### src/rtl/vector_data_access_unit.sv
// Memory-stage sequencer: scalar loads/stores pass straight through to the word memory,
// vector loads/stores are split into LANES word beats while BusyDA stalls the pipeline.
module vector_data_access_unit #(
  parameter int WORD_W = 32,
  parameter int LANES  = 4,
  parameter int ADDR_W = 32
) (
  input  logic                      clk,
  input  logic                      rst,
  input  logic                      MemReadM,
  input  logic                      MemWriteM,
  input  logic                      VecM,
  input  logic [ADDR_W-1:0]         ALUResultM,
  input  logic [WORD_W-1:0]         WriteDataM,
  input  logic [LANES*WORD_W-1:0]   WriteDataVM,
  input  logic [WORD_W-1:0]         mem_rdata,
  output logic [ADDR_W-1:0]         mem_addr,
  output logic                      mem_we,
  output logic [WORD_W-1:0]         mem_wdata,
  output logic [WORD_W-1:0]         ReadDataM,
  output logic [LANES*WORD_W-1:0]   ReadDataVM,
  output logic                      BusyDA
);

  localparam int CNT_W = (LANES > 1) ? $clog2(LANES) : 1;
  localparam logic [CNT_W-1:0] LAST = CNT_W'(LANES - 1);

  typedef enum logic [1:0] {IDLE, ACCESS, DRAIN, DONE} stateT;

  stateT                          state, nextState;
  logic [CNT_W-1:0]               cnt;
  logic [ADDR_W-1:0]              baseAddr;
  logic                           opStore;
  logic [LANES-1:0][WORD_W-1:0]   vecData;
  logic [LANES-1:0][WORD_W-1:0]   readLanes;
  logic                           vreq;

  assign vreq       = VecM & (MemReadM | MemWriteM);
  assign ReadDataM  = mem_rdata;
  assign ReadDataVM = readLanes;

  // Load beats land one cycle late, so lane cnt-1 is captured during ACCESS and the last lane in DRAIN.
  always_ff @(posedge clk) begin
    if (rst) begin
      state     <= IDLE;
      cnt       <= '0;
      baseAddr  <= '0;
      opStore   <= 1'b0;
      vecData   <= '0;
      readLanes <= '0;
    end else begin
      state <= nextState;
      case (state)
        IDLE: begin
          if (vreq) begin
            baseAddr <= {ALUResultM[ADDR_W-1:2], 2'b00};
            opStore  <= MemWriteM;
            vecData  <= WriteDataVM;
            cnt      <= '0;
          end
        end
        ACCESS: begin
          cnt <= cnt + 1'b1;
          if (!opStore && cnt != '0)
            readLanes[cnt - 1'b1] <= mem_rdata;
        end
        DRAIN: readLanes[LAST] <= mem_rdata;
        default: ;
      endcase
    end
  end

  // A reset arriving mid-store must not let the current beat reach memory.
  always_comb begin
    nextState = state;
    mem_addr  = ALUResultM;
    mem_we    = 1'b0;
    mem_wdata = WriteDataM;
    BusyDA    = 1'b0;
    case (state)
      IDLE: begin
        if (vreq) begin
          BusyDA    = 1'b1;
          nextState = ACCESS;
        end else begin
          mem_we = MemWriteM & ~VecM;
        end
      end
      ACCESS: begin
        BusyDA    = 1'b1;
        mem_addr  = baseAddr + ADDR_W'({cnt, 2'b00});
        mem_we    = opStore & ~rst;
        mem_wdata = vecData[cnt];
        if (cnt == LAST)
          nextState = opStore ? DONE : DRAIN;
      end
      DRAIN: begin
        BusyDA    = 1'b1;
        nextState = DONE;
      end
      DONE: nextState = IDLE;
      default: nextState = IDLE;
    endcase
  end

endmodule

### config.mk
export PLATFORM = sky130hd
export DESIGN_NAME = vector_data_access_unit
export DESIGN_NICKNAME = d
export VERILOG_FILES = /design/src/rtl/vector_data_access_unit.sv
export SDC_FILE = /design/constraint.sdc
export NUM_CORES = 1
export LEC_CHECK = 0
export CORE_MARGIN = 5
export CORE_UTILIZATION = 30
export DETAILED_ROUTE_END_ITERATION = 12
export GPL_TIMING_DRIVEN = 1
export HOLD_SLACK_MARGIN = 0.1
export PLACE_DENSITY = 0.64
export SLEW_MARGIN = 10
export SYNTH_ARGS = -nofsm -noshare
export SYNTH_HDL_FRONTEND = slang
export SYNTH_SLANG_ARGS = --single-unit
### constraint.sdc
create_clock -name clk -period 8.5 [get_ports clk]
set_input_delay 1.7 -clock clk [delete_from_list [all_inputs] [get_ports clk]]
set_output_delay 1.7 -clock clk [all_outputs]
set_load 0.05 [all_outputs]
==> run metrics, run 1 <==
status=finished, final reports clean; die footprint=45700 um2; Max-slew headroom=0.224; initial core utilization=0.304; CTS resizes=0; FF+latch count, synth=291; CP Class=reg2out; Netlist cell types=44; Post-synth top flop=dfxtp_1; Starting DRT DRC Count=735; Sink Count=291; Setup Skew=0.0135 ns; commonest non-fill, non-tap cell in the layout=nand2_1; Placement Cell Area=17100 um2; I/O pin count=between 400 and 500; Area Overhead vs Synth=46.5%; PwrDens=between 200 and 300 nW/um2; Crit path required time=6.80 ns; Fmax=178 MHz; CTS Buf Count=35; Longest Clk Path Bufs=3; clock period minus worst slack=around 5.6 ns; Vias/cell=4.82; final period utilization=0.662; initial antenna violation count=1; Fin. Hold Viols=0; Synthesis Warnings=0; Pleak=just over 6 nW; Startpoint Class=register; Post-synth EDFFs=0; post-synthesis net count=about 1800; I/O Buffers=454; setup TNS=0 ns; most frequent cells in the layout=nand2_1 (590), clkdlybuf4s50_1 (453), a21oi_1 (304), dfxtp_1 (289); Die H=214 um; filler cell count=4014; routability cong.=~0.92; fin. max-slew vios=0; Final Setup Violations=0; critical path fanouts, max=6; Worst Tran Pin Value=1.16 ns; largest net degree at the start of global routing=102; grt ovf=0; Clk Latency, worst-skew pair=0.54 ns; core area=approximately 41000 um2; vias in the first global route=11200; Max Cap Violations=0; setup bufs post-CTS=0; routed length per instance=17.6 um; num rows=74; CTS H-tree lvls=2; Peak VDD IR=about 160 uV; clock-pin slew on the worst setup and hold paths=0.05 ns; Worst setup EP type=output pin; Root Buffer=clkbuf_16; die width=214 um; register area share after synthesis=0.467; drt first pass iters=5; number of nets in the final layout=2166; CTS tree=done; Util after Layout=0.445; Vias=about 12000; Routed Antenna Nets=0; Synth Instances=between 1500 and 2000; total wire length=approximately 44000 um; RSZ-0062 raised after global routing=false; drt drc=0; number of hold-repair buffers added at the cts stage=0; Synth Area per Inst=just under 8 um2; Final Cell Area=18300 um2; Hold Crit Class=reg2reg; GR Util All Layers=0.179; global-route wire length before repair=roughly 65000 um; placed wire-length estimate=31000 um; worst path arrival time=3.93 ns; Cell Area, Synth=~12000 um2; fraction of registers with async set or reset after synthesis=0; layout cell share with drive strength beyond 1=0.0744
[per-layer routing]
metal	GRT usage	wire [um]	share of wire
met2	0.303	21800	0.50
met4	0.0515	1060	0.024
met1	0.229	18300	0.42
met5	0	0	0
met3	0.0408	2660	0.061
[cells in the mapped netlist, drive strengths merged (9+ instances only)]
library cell | number | area share
a21oi | 304 | 0.12
a31oi | 14 | 0.0070
buf | 42 | 0.023
clkbuf | 109 | 0.033
dfxtp | 291 | 0.47
ha | 10 | 0.010
inv | 9 | 0.0027
mux2 | 34 | 0.031
mux4 | 32 | 0.058
nand2 | 590 | 0.18
nor2 | 35 | 0.011
o31ai | 10 | 0.0060
or4 | 11 | 0.0066
xnor2 | 13 | 0.0091
[through the flow]
step	hold WS (ns)	setup WS, ns	power, mW	cells
floorplan	0.433	3.18	2.91	1569
global placement	0.440	2.98	3.53	2421
detailed placement	0.443	3.01	3.56	2421
CTS	0.451	2.83	5.06	2481
global route	0.464	2.62	5.25	2482
finish	0.449	2.87	4.99	2482
[power by group]
group | switching (mW) | leakage [nW] | total [mW] | internal [mW]
Combinational | 1.24 | 3.26 | 1.91 | 0.674
Sequential | 0.0943 | 2.37 | 1.61 | 1.51
Clock | 0.584 | 0.555 | 1.47 | 0.891
[sequential cells by signal, summed over array words and instances (netlist names)]
signal      flops
ReadDataVM    128
baseAddr       30
state           2
vecData       128
opStore         1
cnt             2
[critical path, cell delays in order (launching register included)]
cell and delay [ns]:
dfxtp_1 0.33, ha_1 0.17, inv_1 0.06, fa_1 0.47
nand4b_1 0.32, nor4b_1 0.84, nand3b_1 0.13, a31oi_1 0.24
clkdlybuf4s50_1 0.84
[worst paths after layout]
check	from	to	slack, ns	depth (start not counted)
worst min register to register	vecData[42]	vecData[42]	0.45	2
worst max register to register	state[0]	vecData[112]	5.38	7
worst max-delay path	baseAddr[2]	mem_addr[20]	2.87	8
worst min-delay path	vecData[42]	vecData[42]	0.45	2
[logic make-up (layout without fill, tap and decap cells)]
kind of cell	count (synthesis)	in the layout	share of synthesized area
mux	67	67	0.0893
fa+ha+maj	11	11	0.0116
compound gates	343	343	0.144
buf+inv	160	540	0.0585
simple gates	684	684	0.220
other cells	0	1	0
flops	291	291	0.467
xor+xnor	13	13	0.00913
[cell type report]
cell class	instances	area, um2	share of cell area
diodes	1	2.50	0.000137
clock buffers	50	1010	0.0554
clock inverters	10	118	0.00644
inverters	9	33.8	0.00185
multi-input cells	1118	5940	0.325
flip-flops and latches	291	5830	0.319
well taps	532	666	0.0364
repair buffers	471	4680	0.256
No activity file was read; power rests on OpenSTA's default activity.
==> run 2: changes to the inputs <==
Settings changed: PLACE_DENSITY 0.64 to 0.66.
Clock period 8.5 ns to 4.5 ns, I/O delays scaled along.
==> run metrics, run 2 (same netlist as run 1, synthesis figures left out) <==
Worst path top cell family by delay=simple AND/OR/NAND/NOR gates; status=finished, final reports clean; Routed Antenna Nets=0; GR Util All Layers=0.178; Sink Count=291; RSZ-0062 raised after global routing=false; clock-pin slew on the worst setup and hold paths=0.06 ns; Die H=214 um; RR Startpoint=cnt[0]; CTS tree=done; CTS resizes=0; Buf+Inv Stages, Crit Path=1; Starting DRT DRC Count=907; crit path cell chain=ha_1 -> a21oi_1 -> or3_1 -> or4_1 -> a31oi_1 -> clkdlybuf4s50_1; critical path fanouts, max=17; CP max stage delay=0.83 ns; CP startpoint=cnt[1]; CP max-delay cell=clkdlybuf4s50_1; clock period minus worst slack=4.28 ns; num rows=74; most frequent cells in the layout=nand2_1 (590), clkdlybuf4s50_1 (445), a21oi_1 (304), dfxtp_1 (289), clkbuf_16 (37); I/O pin count=455; commonest non-fill, non-tap cell in the layout=nand2_1; Max Cap Violations=0; layout cell share with drive strength beyond 1=0.0796; fin. max-slew vios=0; Reg2Reg Setup Slack=1.78 ns; Util after Layout=0.447; Setup crit end=mem_addr[21]; Worst Tran Pin Value=roughly 1 ns; Root Buffer=clkbuf_16; CP Class=reg2out; Startpoint Class=register; routability cong.=around 0.81; Vias/cell=slightly below 5; die footprint=~46000 um2; Hold Crit Class=reg2reg; hold path startpoint=vecData[73]; Crit path required time=approximately 3.6 ns; Peak VDD IR=between 300 and 400 uV; number of hold-repair buffers added at the cts stage=0; final period utilization=0.951; global-route wire length before repair=roughly 65000 um; Crit path depth=6; grt ovf=0; Setup Skew=roughly 0.019 ns; worst path arrival time=3.38 ns; PwrDens=~520 nW/um2; drt first pass iters=5; number of nets in the final layout=2166; drt drc=0; CTS H-tree lvls=2; initial antenna violation count=4; Longest Clk Path Bufs=3; Fin. Hold Viols=0; Crit Reg-Reg Endpoint=ReadDataVM[28]; total wire length=43600 um; Clk Latency, worst-skew pair=0.53 ns; largest net degree at the start of global routing=176; filler cell count=4044; initial core utilization=0.304; setup TNS=0 ns; Worst setup EP type=output pin; Pleak=6.21 nW; setup slack after layout=~0.22 ns; placed wire-length estimate=30400 um; Max-slew headroom=0.334; reg2reg path depth=8; routed length per instance=17.6 um; I/O Buffers=454; Fmax=234 MHz; vias in the first global route=11400; dpl ws=0.786 ns; Final Setup Violations=0; Area Overhead vs Synth=47.1%; die width=around 210 um; CTS Buf Count=34; core area=roughly 40000 um2; Vias=11900
==> run 2: worst min-delay path by stage <==
stage	to	slack, ns	cells after the start
3_5_place_dp	vecData[33]	0.45	2
4_1_cts	vecData[33]	0.45	2
2_1_floorplan	vecData[32]	0.43	2
6_report	vecData[73]	0.45	2
5_1_grt	ReadDataVM[48]	0.47	2
3_3_place_gp	vecData[71]	0.44	2
==> run 2: worst min-delay path: stages (launching register included) <==
cell,delay (ns)
dfxtp_1,0.30
nand2_1,0.05
a21oi_1,0.05
==> run 2: layer usage <==
layer	routed length (um)	vias to the layer above	global-route usage
li1	-	5905	-
met1	18000	5627	0.224
met2	22000	341	0.307
met3	2520	58	0.0366
met4	1100	2	0.0579
met5	13	-	0
==> run 2: where the power goes <==
group | switching (mW) | total (mW) | leakage [nW] | internal, mW
registers | 0.178 | 3.03 | 2.37 | 2.85
clock network | 1.07 | 2.80 | 0.558 | 1.73
logic | 2.34 | 3.63 | 3.29 | 1.28
==> run 2: final cells by class <==
type                            instances  area [um2]  area share
Timing Repair Buffer                  472        4710       0.257
Inverter                                9        33.8     0.00184
Tap cell                              532         666      0.0363
Clock buffer                           52        1060      0.0579
Clock inverter                          5        77.6     0.00423
Sequential cell                       291        5830       0.318
Multi-Input combinational cell       1118        5960       0.325
Antenna cell                            3        7.51    0.000409
==> run 2: repair_timing <==
action                                  CTS  global route
endpoints found under the setup margin    0             3
setup buffers                             0             3
endpoints found under the hold margin     0             0
==> run 2: per-stage QoR <==
| step | total power [mW] | hold slack (ns) | cells | cell area [um2] |
|---|---|---|---|---|
| 5_1_grt | 9.93 | 0.467 | 2482 | 18300 |
| 6_report | 9.46 | 0.451 | 2482 | 18300 |
| 3_3_place_gp | 6.69 | 0.439 | 2419 | 17200 |
| 4_1_cts | 9.57 | 0.453 | 2476 | 18300 |
| 2_1_floorplan | 5.51 | 0.433 | 1569 | 12500 |
| 3_5_place_dp | 6.73 | 0.445 | 2419 | 17200 |
==> run 3: changes to the inputs <==
Settings changed: CORE_ASPECT_RATIO set to 1.4, SLEW_MARGIN 10 to not set.
==> run metrics, run 3 (same netlist as run 1, synthesis figures left out) <==
status=finished, final reports clean; PwrDens=just over 500 nW/um2; CP max-delay cell=clkdlybuf4s50_1; setup bufs post-CTS=0; Routed Antenna Nets=0; most frequent cells in the layout=nand2_1 (590), clkdlybuf4s50_1 (445), a21oi_1 (304), dfxtp_1 (289), nor2_1 (35); Root Buffer=clkbuf_16; die width=182 um; fin. max-slew vios=0; number of hold-repair buffers added at the cts stage=0; total wire length=44000 um; Worst Tran Pin Value=1.11 ns; Buf+Inv Stages, Crit Path=1; I/O Buffers=454; I/O pin count=around 460; CTS Buf Count=30; Max-slew headroom=0.262; critical path fanouts, max=17; CP max stage delay=about 0.86 ns; Fmax=232 MHz; Starting DRT DRC Count=616; Vias=approximately 12000; num rows=88; die footprint=45800 um2; Vias/cell=approximately 4.8; CTS resizes=0; dpl ws=0.755 ns; number of nets in the final layout=2166; final period utilization=0.959; CP Class=reg2out; initial core utilization=0.303; Hold Crit Class=reg2reg; placed wire-length estimate=31400 um; routed length per instance=17.6 um; Sink Count=291; grt ovf=0; initial antenna violation count=9; Worst setup EP type=output pin; routability cong.=0.848; worst path arrival time=3.41 ns; global-route wire length before repair=67300 um; clock period minus worst slack=4.31 ns; commonest non-fill, non-tap cell in the layout=nand2_1; Final Setup Violations=0; Fin. Hold Viols=0; drt first pass iters=5; Area Overhead vs Synth=46.3%; Pleak=6.16 nW; Die H=approximately 250 um; setup slack after layout=approximately 0.19 ns; RSZ-0062 raised after global routing=false; GR Util All Layers=0.181; vias in the first global route=approximately 12000; layout cell share with drive strength beyond 1=0.0805; setup TNS=0 ns; core area=41200 um2; Startpoint Class=register; Setup Skew=0.0101 ns; crit path cell chain=ha_1 -> a21oi_1 -> or3_1 -> or4_1 -> a31oi_1 -> clkdlybuf4s50_1; Max Cap Violations=0; Util after Layout=0.443; CTS H-tree lvls=1; Worst path top cell family by delay=simple AND/OR/NAND/NOR gates; Clk Latency, worst-skew pair=~0.56 ns; CTS tree=done; drt drc=0; Peak VDD IR=359 uV; filler cell count=4089; Crit path required time=around 3.6 ns; clock-pin slew on the worst setup and hold paths=0.06 ns; Longest Clk Path Bufs=3; largest net degree at the start of global routing=188
[run 3: cell count changes in the layout (fill, tap and decap cells not counted)]
cell | previous run | this run
buf_12 | 4 | 3
buf_4 | 22 | 27
bufinv_16 | 2 | 1
clkbuf_1 | 7 | 8
clkbuf_16 | 37 | 31
clkinv_2 | 2 | 5
clkinv_4 | 0 | 2
diode_2 | 3 | 7
[run 3: stage by stage]
stage	hold WS (ns)	instance area, um2	power, mW	std cells
after global routing	0.466	18200	9.62	2496
after floorplan	0.433	12500	5.51	1569
final	0.452	18200	9.18	2497
after CTS	0.453	18200	9.29	2487
after global placement	0.439	17200	6.72	2431
after detailed placement	0.444	17200	6.77	2431
[run 3: layout make-up]
class / instances / area [um2] / share of cell area
antenna: 7 / 17.5 / 0.000960
clock inverter: 9 / 80.1 / 0.00439
inverter: 9 / 33.8 / 0.00185
multi-input combinational: 1118 / 5960 / 0.327
sequential: 291 / 5830 / 0.319
tap: 540 / 676 / 0.0370
timing repair buffer: 476 / 4730 / 0.259
clock buffer: 47 / 916 / 0.0502
[run 3: final timing paths]
check / start / endpoint / slack (ns) / cells after the start
worst max-delay path: cnt[1] / mem_addr[21] / 0.19 / 6
worst max register to register: state[0] / ReadDataVM[32] / 1.68 / 7
worst min-delay path: ReadDataVM[72] / ReadDataVM[72] / 0.45 / 2
worst min register to register: ReadDataVM[72] / ReadDataVM[72] / 0.45 / 2
[run 3: power by group]
group	internal, mW	switching (mW)
clock network	1.45	1.04
logic	1.29	2.37
registers	2.85	0.183
[run 3: metal layers]
| metal | global-route usage | wire length (um) | vias to the layer above |
|---|---|---|---|
| li1 | - | - | 5920 |
| met5 | 0 | 27 | - |
| met3 | 0.0384 | 2940 | 78 |
| met4 | 0.0766 | 1480 | 4 |
| met1 | 0.209 | 17200 | 5622 |
| met2 | 0.322 | 22400 | 423 |
[run 3: tightest hold or removal path, stage by stage (launching register included)]
cell and delay, ns:
dfxtp_1 0.30, nand2_1 0.05, a21oi_1 0.05
